`src/rtl/vga_pkg.sv`:
```
// vga_pkg: shared object colours and the screen coordinate type for the VGA overlay stages.
package vga_pkg;
    typedef logic [10:0] coord_t;
    localparam logic [11:0] BALL_RGB = 12'hfff;
    localparam logic [3:0][11:0] PAD_RGB = {12'hff0, 12'h00f, 12'h0f0, 12'hf00};
endpackage

```
`src/rtl/obj_hit.sv`:
```
// obj_hit: combinational rectangle hit test, inclusive top-left and exclusive bottom-right.
module obj_hit
    import vga_pkg::*;
(
    input  coord_t i_x,
    input  coord_t i_y,
    input  coord_t i_w,
    input  coord_t i_h,
    input  coord_t i_hcount,
    input  coord_t i_vcount,
    output logic   o_hit
);
    // 12-bit far edges so objects near 2047 clip instead of wrapping to 0
    logic [11:0] w_x_end, w_y_end;
    assign w_x_end = {1'b0, i_x} + {1'b0, i_w};
    assign w_y_end = {1'b0, i_y} + {1'b0, i_h};
    assign o_hit = (i_hcount >= i_x) && ({1'b0, i_hcount} < w_x_end) &&
                   (i_vcount >= i_y) && ({1'b0, i_vcount} < w_y_end);
endmodule

```
`src/rtl/vga_object_layer.sv`:
```
// vga_object_layer: draws a ball and up to four paddles over a VGA stream, 2-cycle latency,
// object positions latched once per frame at the rising edge of vsync.
module vga_object_layer
    import vga_pkg::*;
#(
    parameter int N_PADS     = 2,
    parameter int PAD_W      = 10,
    parameter int PAD_H      = 80,
    parameter int BALL_SZ    = 10,
    parameter int BLINK_LOG2 = 4
) (
    input  logic                   clk,
    input  logic                   rst,
    input  logic [10:0]            vcount_in,
    input  logic [10:0]            hcount_in,
    input  logic                   vsync_in,
    input  logic                   hsync_in,
    input  logic                   vblnk_in,
    input  logic                   hblnk_in,
    input  logic [11:0]            rgb_in,
    input  logic [N_PADS-1:0][10:0] pad_x,
    input  logic [N_PADS-1:0][10:0] pad_y,
    input  logic [10:0]            ball_x,
    input  logic [10:0]            ball_y,
    input  logic                   ball_blink,
    output logic [10:0]            vcount_out,
    output logic [10:0]            hcount_out,
    output logic                   vsync_out,
    output logic                   hsync_out,
    output logic                   vblnk_out,
    output logic                   hblnk_out,
    output logic [11:0]            rgb_out
);
    if (N_PADS < 1 || N_PADS > 4 || PAD_W < 1 || PAD_H < 1 || BALL_SZ < 1 || BLINK_LOG2 < 0) begin : g_bad_params
        $error("vga_object_layer: illegal parameter value");
    end

    logic                    r_vs_prev, r_valid, r_blink;
    logic [BLINK_LOG2:0]     r_frame;
    logic [N_PADS-1:0][10:0] r_pad_x, r_pad_y;
    coord_t                  r_ball_x, r_ball_y;
    logic                    w_strobe, w_ball_raw;
    logic [N_PADS:0]         w_hit, r_hit;
    logic [10:0]             r1_vcount, r1_hcount;
    logic                    r1_vs, r1_hs, r1_vb, r1_hb;
    logic [11:0]             r1_rgb, w_rgb;
    logic [N_PADS:0][11:0]   w_chain;

    assign w_strobe = vsync_in & ~r_vs_prev;

    // bit 0 is the ball, bit i+1 is paddle i
    obj_hit u_ball (
        .i_x(r_ball_x), .i_y(r_ball_y), .i_w(coord_t'(BALL_SZ)), .i_h(coord_t'(BALL_SZ)),
        .i_hcount(hcount_in), .i_vcount(vcount_in), .o_hit(w_ball_raw)
    );
    assign w_hit[0] = w_ball_raw & ~(r_blink & r_frame[BLINK_LOG2]);

    for (genvar i = 0; i < N_PADS; i++) begin : g_pad
        obj_hit u_pad (
            .i_x(r_pad_x[i]), .i_y(r_pad_y[i]), .i_w(coord_t'(PAD_W)), .i_h(coord_t'(PAD_H)),
            .i_hcount(hcount_in), .i_vcount(vcount_in), .o_hit(w_hit[i+1])
        );
        assign w_chain[i] = r_hit[i+1] ? PAD_RGB[i] : w_chain[i+1];
    end
    assign w_chain[N_PADS] = r1_rgb;

    always_comb begin
        w_rgb = (r1_vb | r1_hb) ? r1_rgb : r_hit[0] ? BALL_RGB : w_chain[0];
    end

    always_ff @(posedge clk) begin
        if (rst) begin
            r_vs_prev <= 1'b0;
            r_valid   <= 1'b0;
            r_blink   <= 1'b0;
            r_frame   <= '0;
            r_pad_x   <= '0;
            r_pad_y   <= '0;
            r_ball_x  <= '0;
            r_ball_y  <= '0;
        end else begin
            r_vs_prev <= vsync_in;
            if (w_strobe) begin
                r_valid  <= 1'b1;
                r_frame  <= r_frame + 1'b1;
                r_blink  <= ball_blink;
                r_pad_x  <= pad_x;
                r_pad_y  <= pad_y;
                r_ball_x <= ball_x;
                r_ball_y <= ball_y;
            end
        end
    end

    always_ff @(posedge clk) begin
        if (rst) begin
            r_hit      <= '0;
            r1_vcount  <= '0;
            r1_hcount  <= '0;
            r1_vs      <= 1'b0;
            r1_hs      <= 1'b0;
            r1_vb      <= 1'b0;
            r1_hb      <= 1'b0;
            r1_rgb     <= '0;
            vcount_out <= '0;
            hcount_out <= '0;
            vsync_out  <= 1'b0;
            hsync_out  <= 1'b0;
            vblnk_out  <= 1'b0;
            hblnk_out  <= 1'b0;
            rgb_out    <= '0;
        end else begin
            r_hit      <= r_valid ? w_hit : '0;
            r1_vcount  <= vcount_in;
            r1_hcount  <= hcount_in;
            r1_vs      <= vsync_in;
            r1_hs      <= hsync_in;
            r1_vb      <= vblnk_in;
            r1_hb      <= hblnk_in;
            r1_rgb     <= rgb_in;
            vcount_out <= r1_vcount;
            hcount_out <= r1_hcount;
            vsync_out  <= r1_vs;
            hsync_out  <= r1_hs;
            vblnk_out  <= r1_vb;
            hblnk_out  <= r1_hb;
            rgb_out    <= w_rgb;
        end
    end
endmodule

```
`config.mk`:
```
export PLATFORM = sky130hd
export DESIGN_NAME = vga_object_layer
export DESIGN_NICKNAME = d
export VERILOG_FILES = /design/src/rtl/vga_pkg.sv /design/src/rtl/obj_hit.sv /design/src/rtl/vga_object_layer.sv
export SDC_FILE = /design/constraint.sdc
export NUM_CORES = 1
export LEC_CHECK = 0
export ABC_CLOCK_PERIOD_IN_PS = 6900
export BUFFER_PORTS_ARGS = -buffer_cell sky130_fd_sc_hd__buf_4
export CORE_UTILIZATION = 60
export DETAILED_ROUTE_END_ITERATION = 16
export MAX_ROUTING_LAYER = met4
export PLACE_DENSITY = 0.95
export SLEW_MARGIN = 20
export SYNTH_ARGS = -nofsm -noshare
export SYNTH_HDL_FRONTEND = slang
export SYNTH_SLANG_ARGS = --single-unit
export TNS_END_PERCENT = 1
```
`constraint.sdc`:
```
create_clock -name clk -period 6.9 [get_ports clk]
set_clock_uncertainty 0.15 [all_clocks]
set_input_delay 1.725 -clock clk [delete_from_list [all_inputs] [get_ports clk]]
set_output_delay 1.725 -clock clk [all_outputs]
set_load 0.05 [all_outputs]
```
[Word level (Yosys, flattened, before mapping)]
Index checks and enable logic that the tools add are counted.
Word-level totals
  register bits: 152
  input bits: 107
Operators by class
  add/subtract/negate cells: 7
  order comparisons: 12
  multiplexer cells: 4
  bitwise logic cells: 7
  reduce and logical (&&, ||, !) cells: 10
Operator list (number)
  $lt 11x12->1: 6
  $ge 11x11->1: 6
  $add 11x4->12 const B: 4
  $mux 12: 4
  $add 11x7->12 const B: 2
  $logic_and 1x1->1: 9
  $add 5x1->5 const B: 1
  $and 1x1->1: 3
  $not 1->1: 3
  $reduce_or 2->1: 1
  $or 1x1->1: 1

[Depth between registers and ports, before layout]
Gate-level depths: netlist of run 1.
  depth in word-level cells: 6
  depth in mapped cells: 11
  depth with buffers taken out: 11

[Hierarchy]
From an unflattened synthesis of run 1, not the netlist that was laid out.
Second synthesis, totals
  cell total of the unflattened synthesis: 1218
  area, all modules: 10301.1 um2
By module, submodules not included
  vga_object_layer: times used 1, cells an instance 517, area an instance 4798.4 um2
  obj_hit at g_pad[0].u_pad: times used 1, cells an instance 231, area an instance 1841.8 um2
  obj_hit at g_pad[1].u_pad: times used 1, cells an instance 235, area an instance 1833.0 um2
  obj_hit at u_ball: times used 1, cells an instance 235, area an instance 1828.0 um2

[Worst setup path after synthesis of run 1]
No wires, ideal clock.
  kind: input port to flip-flop
  start point: input port vcount_in[5]
  end point: register r_hit[2]
  setup time: 0.103 ns
  data arrival time: 3.041 ns
  required time: 6.647 ns
  slack: 3.605 ns
  cell stages on the path: 7
  path buffers: 0
  cell sequence: ha_1 a21o_1 a21o_1 a211o_1 o211ai_1 a31oi_1 a2111oi_2
On the way
  cells in the longest elaborated chain, start to end: 3
  elaborated cells on any way between the ends: 4
  classes of those cells: order compare (2); reduce/logical (2)
RTL lines
  start: declaration: line vga_object_layer.sv:14  | input logic [10:0] vcount_in,
  $ge 11x11->1: line obj_hit.sv:18  | (i_vcount >= i_y) && ({1'b0, i_vcount} < w_y_end);
  $logic_and 1x1->1: line obj_hit.sv:17  | assign o_hit = (i_hcount >= i_x) && ({1'b0, i_hcount} < w_x_end) &&
  $logic_and 1x1->1 *: line obj_hit.sv:18
  end signal: assignment: line vga_object_layer.sv:113  | r_hit <= r_valid ? w_hit : '0;
  end: declaration: line vga_object_layer.sv:43  | logic [N_PADS:0] w_hit, r_hit;
Every way passes the cells marked *; elsewhere a longest branch is shown, timed or not.
A chain may end at the register's enable or synchronous reset.

[Worst setup path in the final report of run 1]
  start point: input port hcount_in[0]
  end point: register r_hit[0]
On the way
  cells in the longest elaborated chain, start to end: 5
  elaborated cells on any way between the ends: 6
  classes of those cells: order compare (2); bitwise (1); reduce/logical (3)
RTL lines
  start: declaration: line vga_object_layer.sv:15  | input logic [10:0] hcount_in,
  $lt 11x12->1 / $ge 11x11->1 (equally long branches): line obj_hit.sv:17
  $logic_and 1x1->1 * (2 in series): line obj_hit.sv:17
  $logic_and 1x1->1 *: line obj_hit.sv:18
  $and 1x1->1 *: line vga_object_layer.sv:56  | assign w_hit[0] = w_ball_raw & ~(r_blink & r_frame[BLINK_LOG2]);
Marks and branches as above.

==> results.json, run 1 <==
{
  "status": "completed",
  "netSwitchingFraction_pct": 28.8,
  "drive_above_1_share_pct": 17.3,
  "ys.flop_type": "dfxtp_1",
  "cts_hold_buf": 0,
  "die_area_mm2": 0.0142,
  "finalHoldViolCount": 0,
  "synth_nets": 1189,
  "multi_input_area_mm2": 0.00480,
  "cts_max_level": 4,
  "post_cts_buffers": 0,
  "crit_type": "in2reg",
  "grt_pass1_wl_mm": 32.6,
  "layout.nets": 1322,
  "r2r.worst_path.cells": 11,
  "cts_sinks": 152,
  "drc": 0,
  "grt-ovfl-total": 0,
  "wire_per_inst_um": 15.6,
  "timing.critical_path.slowest_cell_delay_ps": 400,
  "grtUsageTotal_pct": 29.8,
  "synth_area_mm2": 0.00822,
  "drv_cap": 0,
  "cts-root-buf": "clkbuf_16",
  "setup_tns_ps": 0,
  "p_sw_mw": 0.634,
  "numCtsBuffers": 17,
  "dr.first_iter.drc_count": 489,
  "slew_headroom_pct": 42.6,
  "peakVddDrop_v": 0.000161,
  "cts_resized": 0,
  "pwr-share-clk_pct": 38.9,
  "rsz0062_at_grt": "no",
  "timing.hold.ws_ps": 286,
  "syn_to_final_growth_pct": 21.3,
  "clockBufferDepth": 2,
  "routed_wl_mm": 19.9,
  "dp.cells": 1245,
  "yosysWarningCount": 0,
  "slew_violations": 0,
  "coreArea_mm2": 0.0133,
  "p_seq_share_pct": 43.3,
  "syn_avg_cell_area_um2": 8.61,
  "viasPerCell": 5.56,
  "num_vias": 7105,
  "ys_ff_latch": 152,
  "finalCritPeriodShare_pct": 46.7,
  "antenna_found_initial": 0,
  "whs_path_depth": 1,
  "place_hpwl_mm": 14.5,
  "rows": 42,
  "min_path_type": "reg2reg",
  "path_clk_slew_ps": 60,
  "tightest_slew_ps": 862,
  "grt_pass1_vias": 6876,
  "instances_no_fill": 1278,
  "yosysUniqueCellTypes": 52,
  "ant_nets": 0,
  "ys_seq_area_share_pct": 37.0,
  "max_freq_mhz": 311,
  "pwr-share-comb_pct": 17.8,
  "gp_congestion": 0.929,
  "worstPathArrival_ps": 3370,
  "cellLeakagePower_nw": 4.33,
  "slowest_stage": "a221oi_1",
  "path_cells": "buf_4 > inv_1 > ha_1 > nand2b_1 > a21o_1 > a21oi_1 > o21ai_1 > a221oi_1 > nor4_2",
  "ff_latch_area_mm2": 0.00304,
  "critPathMaxFanout": 4,
  "initial_core_util_pct": 61.9,
  "dr.pass1.iters": 5,
  "n_fill_cell": 963,
  "async_flop_share_pct": 0,
  "fin_total_pwr_mw": 2.21,
  "cp.required_ps": 7050,
  "ioPinCount": 145,
  "cts_tree": "yes",
  "synth_enable_flop_cells": 0,
  "utilization_pct": 75.0,
  "clkLatencyLatePin_ps": 430,
  "io_buffers": 144,
  "grt_max_degree": 88,
  "start_kind": "primary input",
  "die_w_um": 119,
  "die_h_um": 119,
  "setup_viol": 0,
  "internal_power_mw": 1.57,
  "syn_inst": 955,
  "power.density_mw_per_mm2": 221,
  "fin_crit_ps": 3220,
  "worstSetupEndpointType": "register"
}
==> cell type report <==
cell class,instances,area share (%)
inverter,71,2.67
multi-input combinational,699,48.1
clock buffer,21,4.52
sequential,152,30.5
tap,176,2.21
antenna,1,0.0251
clock inverter,11,0.891
timing repair buffer,147,11.1
==> per-layer routing <==
layer  routed length (µm)  track usage (%)  up-vias
met3                 1230             5.80       60
met4                  543             11.9        0
met1                 8920             37.5     3248
met5                    0                -        -
li1                     -                -     3530
met2                 9210             46.9      267
==> cells by family (layout without fill, tap and decap cells) <==
family                     after synthesis  count (layout)  synth area share (%)
buffers and inverters                  104             250                  4.78
and+or+nand+nor                        309             309                  17.9
AOI/OAI and AO/OA                      217             217                  16.1
other                                    0               1                     0
DFF                                    152             152                  37.0
adders and majority gates              127             127                  19.3
xor gates and xnor gates                46              46                  4.90
==> stage by stage <==
step / setup slack (ps) / cell area (µm²)
after CTS: 3700 / 9970
after global routing: 3560 / 9970
after floorplan: 3610 / 8220
final: 3680 / 9970
after detailed placement: 3280 / 9430
after global placement: 3280 / 9430
==> worst max-delay path: cells and delay by family <==
kind                       cells  cell delay [ps]
AOI/OAI and AO/OA              4              840
adders and majority gates      1              270
buffers and inverters          2              310
and+or+nand+nor                2              220
==> registers in the layout, summed over array words and instances (netlist names), 3 cells and up <==
register / count
r_hit: 3
r_pad_x: 22
hcount_out: 11
r1_vcount: 11
r_ball_y: 11
r1_rgb: 12
rgb_out: 12
r1_hcount: 11
r_pad_y: 22
r_frame: 5
vcount_out: 11
r_ball_x: 11
==> layout by cell type, fill, tap and decap left out, types with 8 or more instances in the layout <==
cell type / Yosys / final
a21o_1: 19 / 19
a21oi_1: 113 / 113
buf_4: 0 / 147
clkbuf_16: 0 / 17
dfxtp_1: 152 / 152
ha_1: 127 / 127
inv_1: 67 / 67
nand2_1: 162 / 162
nand2b_1: 9 / 8
nand3_1: 13 / 13
nor2_1: 25 / 25
nor2b_1: 67 / 66
nor3_1: 13 / 13
o21ai_0: 28 / 28
xnor2_1: 37 / 37
xor2_1: 9 / 9
==> synthesized netlist by cell type, drive strengths merged (4+ instances only) <==
library cell,instances,area (µm²)
a2111oi,4,41.3
nand3,15,85.1
clkbuf,29,109
o21a,5,37.5
nand4,7,43.8
a21o,19,143
nor2,25,93.8
nand2b,9,56.3
inv,71,267
xor2,9,78.8
dfxtp,152,3040
nand2,162,608
o211ai,4,30.0
o21ai,32,160
xnor2,37,324
ha,127,1590
a211oi,5,37.5
nor3,14,81.3
nor4,4,37.5
a21oi,113,566
buf,4,17.5
o2111ai,8,76.3
o21bai,4,30.0
nor2b,67,419
==> power by group through the flow <==
| stage | combinational, mW | clock (mW) | sequential, mW |
|---|---|---|---|
| 4_1_cts | 0.390 | 0.866 | 0.954 |
| 5_1_grt | 0.438 | 0.906 | 0.958 |
| 2_1_floorplan | 0.222 | 0 | 0.995 |
| 3_3_place_gp | 0.371 | 0 | 0.970 |
| 3_5_place_dp | 0.386 | 0 | 0.973 |
| 6_report | 0.393 | 0.858 | 0.954 |
==> worst paths after layout <==
check / startpoint / end / slack [ps]
worst max-delay path: hcount_in[0] / r_hit[0]$_SDFF_PP0_ / 3680
worst min-delay path: r1_vcount[4]$_SDFF_PP0_ / vcount_out[4]$_SDFF_PP0_ / 290
worst max register to register: r_ball_x[1]$_SDFFE_PP0P_ / r_hit[0]$_SDFF_PP0_ / 3930
worst min register to register: r1_vcount[4]$_SDFF_PP0_ / vcount_out[4]$_SDFF_PP0_ / 290
Power figures use the tool's default switching activity.
==> run 2: changes to the inputs <==
--- a/config.mk
+++ b/config.mk
@@ -5,12 +5,12 @@
 export SDC_FILE = /design/constraint.sdc
 export NUM_CORES = 1
 export LEC_CHECK = 0
-export ABC_CLOCK_PERIOD_IN_PS = 6900
+export ABC_CLOCK_PERIOD_IN_PS = 3400
 export BUFFER_PORTS_ARGS = -buffer_cell sky130_fd_sc_hd__buf_4
-export CORE_UTILIZATION = 60
+export CORE_UTILIZATION = 57
 export DETAILED_ROUTE_END_ITERATION = 16
 export MAX_ROUTING_LAYER = met4
-export PLACE_DENSITY = 0.95
+export PLACE_DENSITY = 0.92
 export SLEW_MARGIN = 20
 export SYNTH_ARGS = -nofsm -noshare
 export SYNTH_HDL_FRONTEND = slang
==> constraint.sdc (replaced) <==
create_clock -name clk -period 3.4 [get_ports clk]
set_clock_uncertainty 0.15 [all_clocks]
set_input_delay 0.85 -clock clk [delete_from_list [all_inputs] [get_ports clk]]
set_output_delay 0.85 -clock clk [all_outputs]
set_load 0.05 [all_outputs]
==> run 2 against run 1 <==
- via count rose by 2.2%
- global-route usage fell by 0.57 points
- routed wire length increased by 2.2%
- cell count is 0.39% higher
- clock power increased by 120%
- non-clock buffer count rose by 2
- critical endpoint unchanged
- first-iteration DRC count down 4.5%
- die area is 5.2% higher
- cell area is 0.90% higher
- critical path type is now reg2reg
==> results.json, run 2 (same netlist as run 1, synthesis figures left out) <==
{
  "status": "completed",
  "max_freq_mhz": 345,
  "peakVddDrop_v": 0.000364,
  "setup_tns_ps": 0,
  "min_path_type": "reg2reg",
  "clockBufferDepth": 2,
  "drive_above_1_share_pct": 17.6,
  "syn_to_final_growth_pct": 22.4,
  "worstPathArrival_ps": 3090,
  "slew_violations": 0,
  "initial_core_util_pct": 58.8,
  "crit_type": "reg2reg",
  "cp.required_ps": 3590,
  "num_vias": 7261,
  "ioPinCount": 145,
  "fin_crit_ps": 2900,
  "start_kind": "register",
  "n_fill_cell": 1050,
  "cellLeakagePower_nw": 4.37,
  "internal_power_mw": 3.34,
  "cts_resized": 0,
  "die_h_um": 122,
  "power.density_mw_per_mm2": 458,
  "routed_wl_mm": 20.3,
  "ant_nets": 0,
  "utilization_pct": 71.9,
  "clkLatencyLatePin_ps": 430,
  "coreArea_mm2": 0.0140,
  "critPathMostFrequentCell": "ha_1",
  "grt_pass1_wl_mm": 32.8,
  "top_regs": "r_pad_x x22, r_pad_y x22",
  "num_antenna_cells": 0,
  "die_w_um": 122,
  "critPathTopFamily": "compound AO/OA/AOI/OAI gates",
  "cts-root-buf": "clkbuf_16",
  "p_sw_mw": 1.28,
  "slowest_stage": "a2111oi_0",
  "setup_viol": 0,
  "dp.cells": 1251,
  "dr.pass1.iters": 5,
  "worstSetupEndpointType": "register",
  "final_common_cell": "nand2_1",
  "critPathMaxFanout": 5,
  "post_cts_buffers": 0,
  "timing.hold.ws_ps": 284,
  "fin_area_mm2": 0.0101,
  "pwr-share-clk_pct": 40.3,
  "tightest_slew_ps": 729,
  "finalHoldViolCount": 0,
  "path_cells": "ha_1 > o2111ai_1 > nor3_1 > xnor2_1 > ha_1 > a21oi_1 > nor2b_1 > a2111oi_0 > o21a_1 > o21ai_1 > nor4_2",
  "layout.nets": 1324,
  "die_area_mm2": 0.0149,
  "place_hpwl_mm": 14.5,
  "rows": 43,
  "rsz0062_at_grt": "no",
  "viasPerCell": 5.66,
  "grt_pass1_vias": 6970,
  "cts_sinks": 152,
  "wire_per_inst_um": 15.8,
  "layout_common_cells": "nand2_1 (162), dfxtp_1 (152), buf_4 (147), ha_1 (127), a21oi_1 (113)",
  "instances_no_fill": 1283,
  "numCtsBuffers": 17,
  "slew_headroom_pct": 51.4,
  "grt_max_degree": 80,
  "gp_congestion": 0.903,
  "drv_cap": 0,
  "cts_tree": "yes",
  "io_buffers": 144,
  "antenna_found_initial": 0,
  "p_seq_share_pct": 42.0,
  "grt-ovfl-total": 0,
  "dp_slack_ps": 546,
  "dr.first_iter.drc_count": 467,
  "timing.critical_path.slowest_cell_delay_ps": 420,
  "setup_slack_ps": 500,
  "drc": 0,
  "cts_max_level": 4,
  "path_buf_inv": 0,
  "place_area_mm2": 0.00948,
  "pwr-share-comb_pct": 17.7,
  "grtUsageTotal_pct": 29.2,
  "cts_hold_buf": 0,
  "finalCritPeriodShare_pct": 85.3,
  "path_clk_slew_ps": 60,
  "fin_total_pwr_mw": 4.61,
  "netSwitchingFraction_pct": 27.7
}
[run 2: cell count changes in the layout (fill, tap and decap cells not counted)]
cell | previous run | this run
buf_12 | 0 | 2
bufinv_16 | 0 | 2
clkbuf_1 | 3 | 1
clkinvlp_4 | 2 | 4
diode_2 | 1 | 0
inv_6 | 4 | 3
inv_8 | 1 | 0
[run 2: layer usage]
layer	track usage, %	routed length, µm
met1	35.6	8770
met2	46.3	9450
met3	5.43	1420
met4	14.3	695
met5	-	0
[run 2: cell type report]
cell class | count | area (µm²) | area share [%]
clock inverters | 13 | 144 | 1.43
flip-flops and latches | 152 | 3040 | 30.2
clock buffers | 19 | 443 | 4.40
inverters | 71 | 267 | 2.65
repair buffers | 149 | 1140 | 11.4
multi-input cells | 699 | 4800 | 47.7
well taps | 180 | 225 | 2.24
[run 2: final timing paths]
kind | from | end | cells after the start | slack (ps)
setup / recovery | r_ball_x[1]$_SDFFE_PP0P_ | r_hit[0]$_SDFF_PP0_ | 11 | 500
hold / removal | r1_vcount[9]$_SDFF_PP0_ | vcount_out[9]$_SDFF_PP0_ | 1 | 280
setup reg to reg | r_ball_x[1]$_SDFFE_PP0P_ | r_hit[0]$_SDFF_PP0_ | 11 | 500
hold reg to reg | r1_vcount[9]$_SDFF_PP0_ | vcount_out[9]$_SDFF_PP0_ | 1 | 280
[run 2: power by group through the flow]
stage	clock (mW)	sequential (mW)	combinational [mW]
final	1.86	1.94	0.815
after global routing	1.96	1.95	0.904
after CTS	1.88	1.94	0.807
after detailed placement	0	1.97	0.788
after global placement	0	1.97	0.755
after floorplan	0	2.02	0.450
==> run 3: changes to the inputs <==
--- a/config.mk
+++ b/config.mk
@@ -10,7 +10,7 @@
 export CORE_UTILIZATION = 57
 export DETAILED_ROUTE_END_ITERATION = 16
 export MAX_ROUTING_LAYER = met4
-export PLACE_DENSITY = 0.92
+export PLACE_DENSITY_LB_ADDON = 0.1
 export SLEW_MARGIN = 20
 export SYNTH_ARGS = -nofsm -noshare
 export SYNTH_HDL_FRONTEND = slang
==> run 3 against run 2 <==
- die area did not move
- routed wire length down 5.9%
- via count decreased by 4.8%
- sequential power barely moved
- cell area rose by 0.21%
- register-to-register slack about the same
- combinational power fell by 2%
- global-route usage down 2.0 points
- hold slack worse by 2.1 ps
- clock power up 4%
- largest power group unchanged
==> results.json, run 3 (same netlist as run 1, synthesis figures left out) <==
{
  "die_h_um": 122,
  "instances_no_fill": 1282,
  "finalCritPeriodShare_pct": 85.0,
  "rows": 43,
  "cellLeakagePower_nw": 4.39,
  "grt_max_degree": 87,
  "whs_path_depth": 1,
  "power.density_mw_per_mm2": 462,
  "crit_type": "reg2reg",
  "coreArea_mm2": 0.0140,
  "die_w_um": 122,
  "timing.critical_path.slowest_cell_delay_ps": 390,
  "die_area_mm2": 0.0149,
  "dr.pass1.iters": 5,
  "tightest_slew_ps": 666,
  "start_kind": "register",
  "slew_violations": 0,
  "r2r.worst_path.cells": 11,
  "top_regs": "r_pad_x x22, r_pad_y x22",
  "clockBufferDepth": 2,
  "worstHoldStart": "r1_hcount[1]$_SDFF_PP0_",
  "path_clk_slew_ps": 60,
  "clkLatencyLatePin_ps": 430,
  "grt_pass1_vias": 6256,
  "cts_sinks": 152,
  "slew_headroom_pct": 55.6,
  "grtUsageTotal_pct": 27.3,
  "gp_congestion": 0.912,
  "path_cells": "ha_1 > o2111ai_1 > nor3_1 > xnor2_1 > ha_1 > a21oi_1 > nor2b_1 > a2111oi_0 > o21a_1 > o21ai_1 > nor4_2",
  "routed_wl_mm": 19.1,
  "cts_max_level": 4,
  "grt_pass1_wl_mm": 30.5,
  "finalHoldViolCount": 0,
  "ioPinCount": 145,
  "status": "completed",
  "setup_viol": 0,
  "worstPathArrival_ps": 3080,
  "final_common_cell": "nand2_1",
  "grt-ovfl-total": 0,
  "num_antenna_cells": 0,
  "cts_hold_buf": 0,
  "initial_core_util_pct": 58.8,
  "fin_crit_ps": 2890,
  "critPathMostFrequentCell": "ha_1",
  "cts-root-buf": "clkbuf_16",
  "io_buffers": 144,
  "whs_endpoint": "hcount_out[1]$_SDFF_PP0_",
  "numCtsBuffers": 17,
  "cp.required_ps": 3590,
  "critPathMaxFanout": 5,
  "min_path_type": "reg2reg",
  "viasPerCell": 5.39,
  "ant_nets": 0,
  "n_fill_cell": 1170,
  "layout_common_cells": "nand2_1 (162), dfxtp_1 (152), buf_4 (145), ha_1 (127), a21oi_1 (113)",
  "dp.cells": 1250,
  "slowest_stage": "a2111oi_0",
  "utilization_pct": 72.1,
  "layout.nets": 1323,
  "worstSetupEndpointType": "register",
  "post_cts_buffers": 0,
  "r2r_setup_slack_ps": 510,
  "cts_resized": 0,
  "drv_cap": 0,
  "cts_tree": "yes",
  "r2r-start": "r_ball_x[1]$_SDFFE_PP0P_",
  "antenna_found_initial": 0,
  "drc": 0,
  "dr.first_iter.drc_count": 402,
  "wire_per_inst_um": 14.9,
  "r2r-end": "r_hit[0]$_SDFF_PP0_",
  "rsz0062_at_grt": "no",
  "drive_above_1_share_pct": 17.6,
  "max_freq_mhz": 346,
  "num_vias": 6912,
  "syn_to_final_growth_pct": 22.6,
  "place_hpwl_mm": 13.9,
  "setup_tns_ps": 0,
  "peakVddDrop_v": 0.000341
}
==> run 3: worst max-delay path by stage <==
stage	startpoint	to	slack, ps
6_report	r_ball_x[1]$_SDFFE_PP0P_	r_hit[0]$_SDFF_PP0_	510
2_1_floorplan	r_ball_x[1]$_SDFFE_PP0P_	r_hit[0]$_SDFF_PP0_	870
3_5_place_dp	r_ball_x[1]$_SDFFE_PP0P_	r_hit[0]$_SDFF_PP0_	510
3_3_place_gp	hcount_in[4]	r_hit[0]$_SDFF_PP0_	630
4_1_cts	r_ball_x[1]$_SDFFE_PP0P_	r_hit[0]$_SDFF_PP0_	490
5_1_grt	r_ball_x[1]$_SDFFE_PP0P_	r_hit[0]$_SDFF_PP0_	280
==> run 3: area by class of cell <==
| type | instances | area [µm²] | area share, % |
|---|---|---|---|
| clock buffer | 18 | 439 | 4.35 |
| clock inverter | 14 | 164 | 1.63 |
| timing repair buffer | 148 | 1150 | 11.4 |
| tap | 180 | 225 | 2.23 |
| multi-input combinational | 699 | 4800 | 47.6 |
| inverter | 71 | 267 | 2.64 |
| sequential | 152 | 3040 | 30.2 |
==> run 3: per-layer routing <==
layer  GRT usage [%]  wire [µm]  up-vias
li1                -          -     3521
met1            35.9       9020     3144
met2            41.6       8530      211
met3            5.24       1220       36
met4            9.60        363        0
met5               -          0        -
==> run 3: report_power, final <==
group,total (mW),internal (mW),switching (mW)
registers,1.93,1.87,0.0608
logic,0.802,0.356,0.446
clock network,1.93,1.12,0.806
total,4.66,3.35,1.31
==> run 3: worst max-delay path, delay by kind of cell (launching register included) <==
kind            cells  cell delay (ps)
compound gates      5             1180
fa+ha+maj           2              530
simple gates        3              450
flops               1              350
xor+xnor            1              150
==> run 3: through the flow <==
stage	instance area [µm²]	setup WS, ps	hold slack [ps]	power [mW]
2_1_floorplan	8220	872	264	2.47
3_3_place_gp	9480	630	268	2.74
3_5_place_dp	9480	515	271	2.76
4_1_cts	10100	489	286	4.68
5_1_grt	10100	280	300	4.86
6_report	10100	509	281	4.66
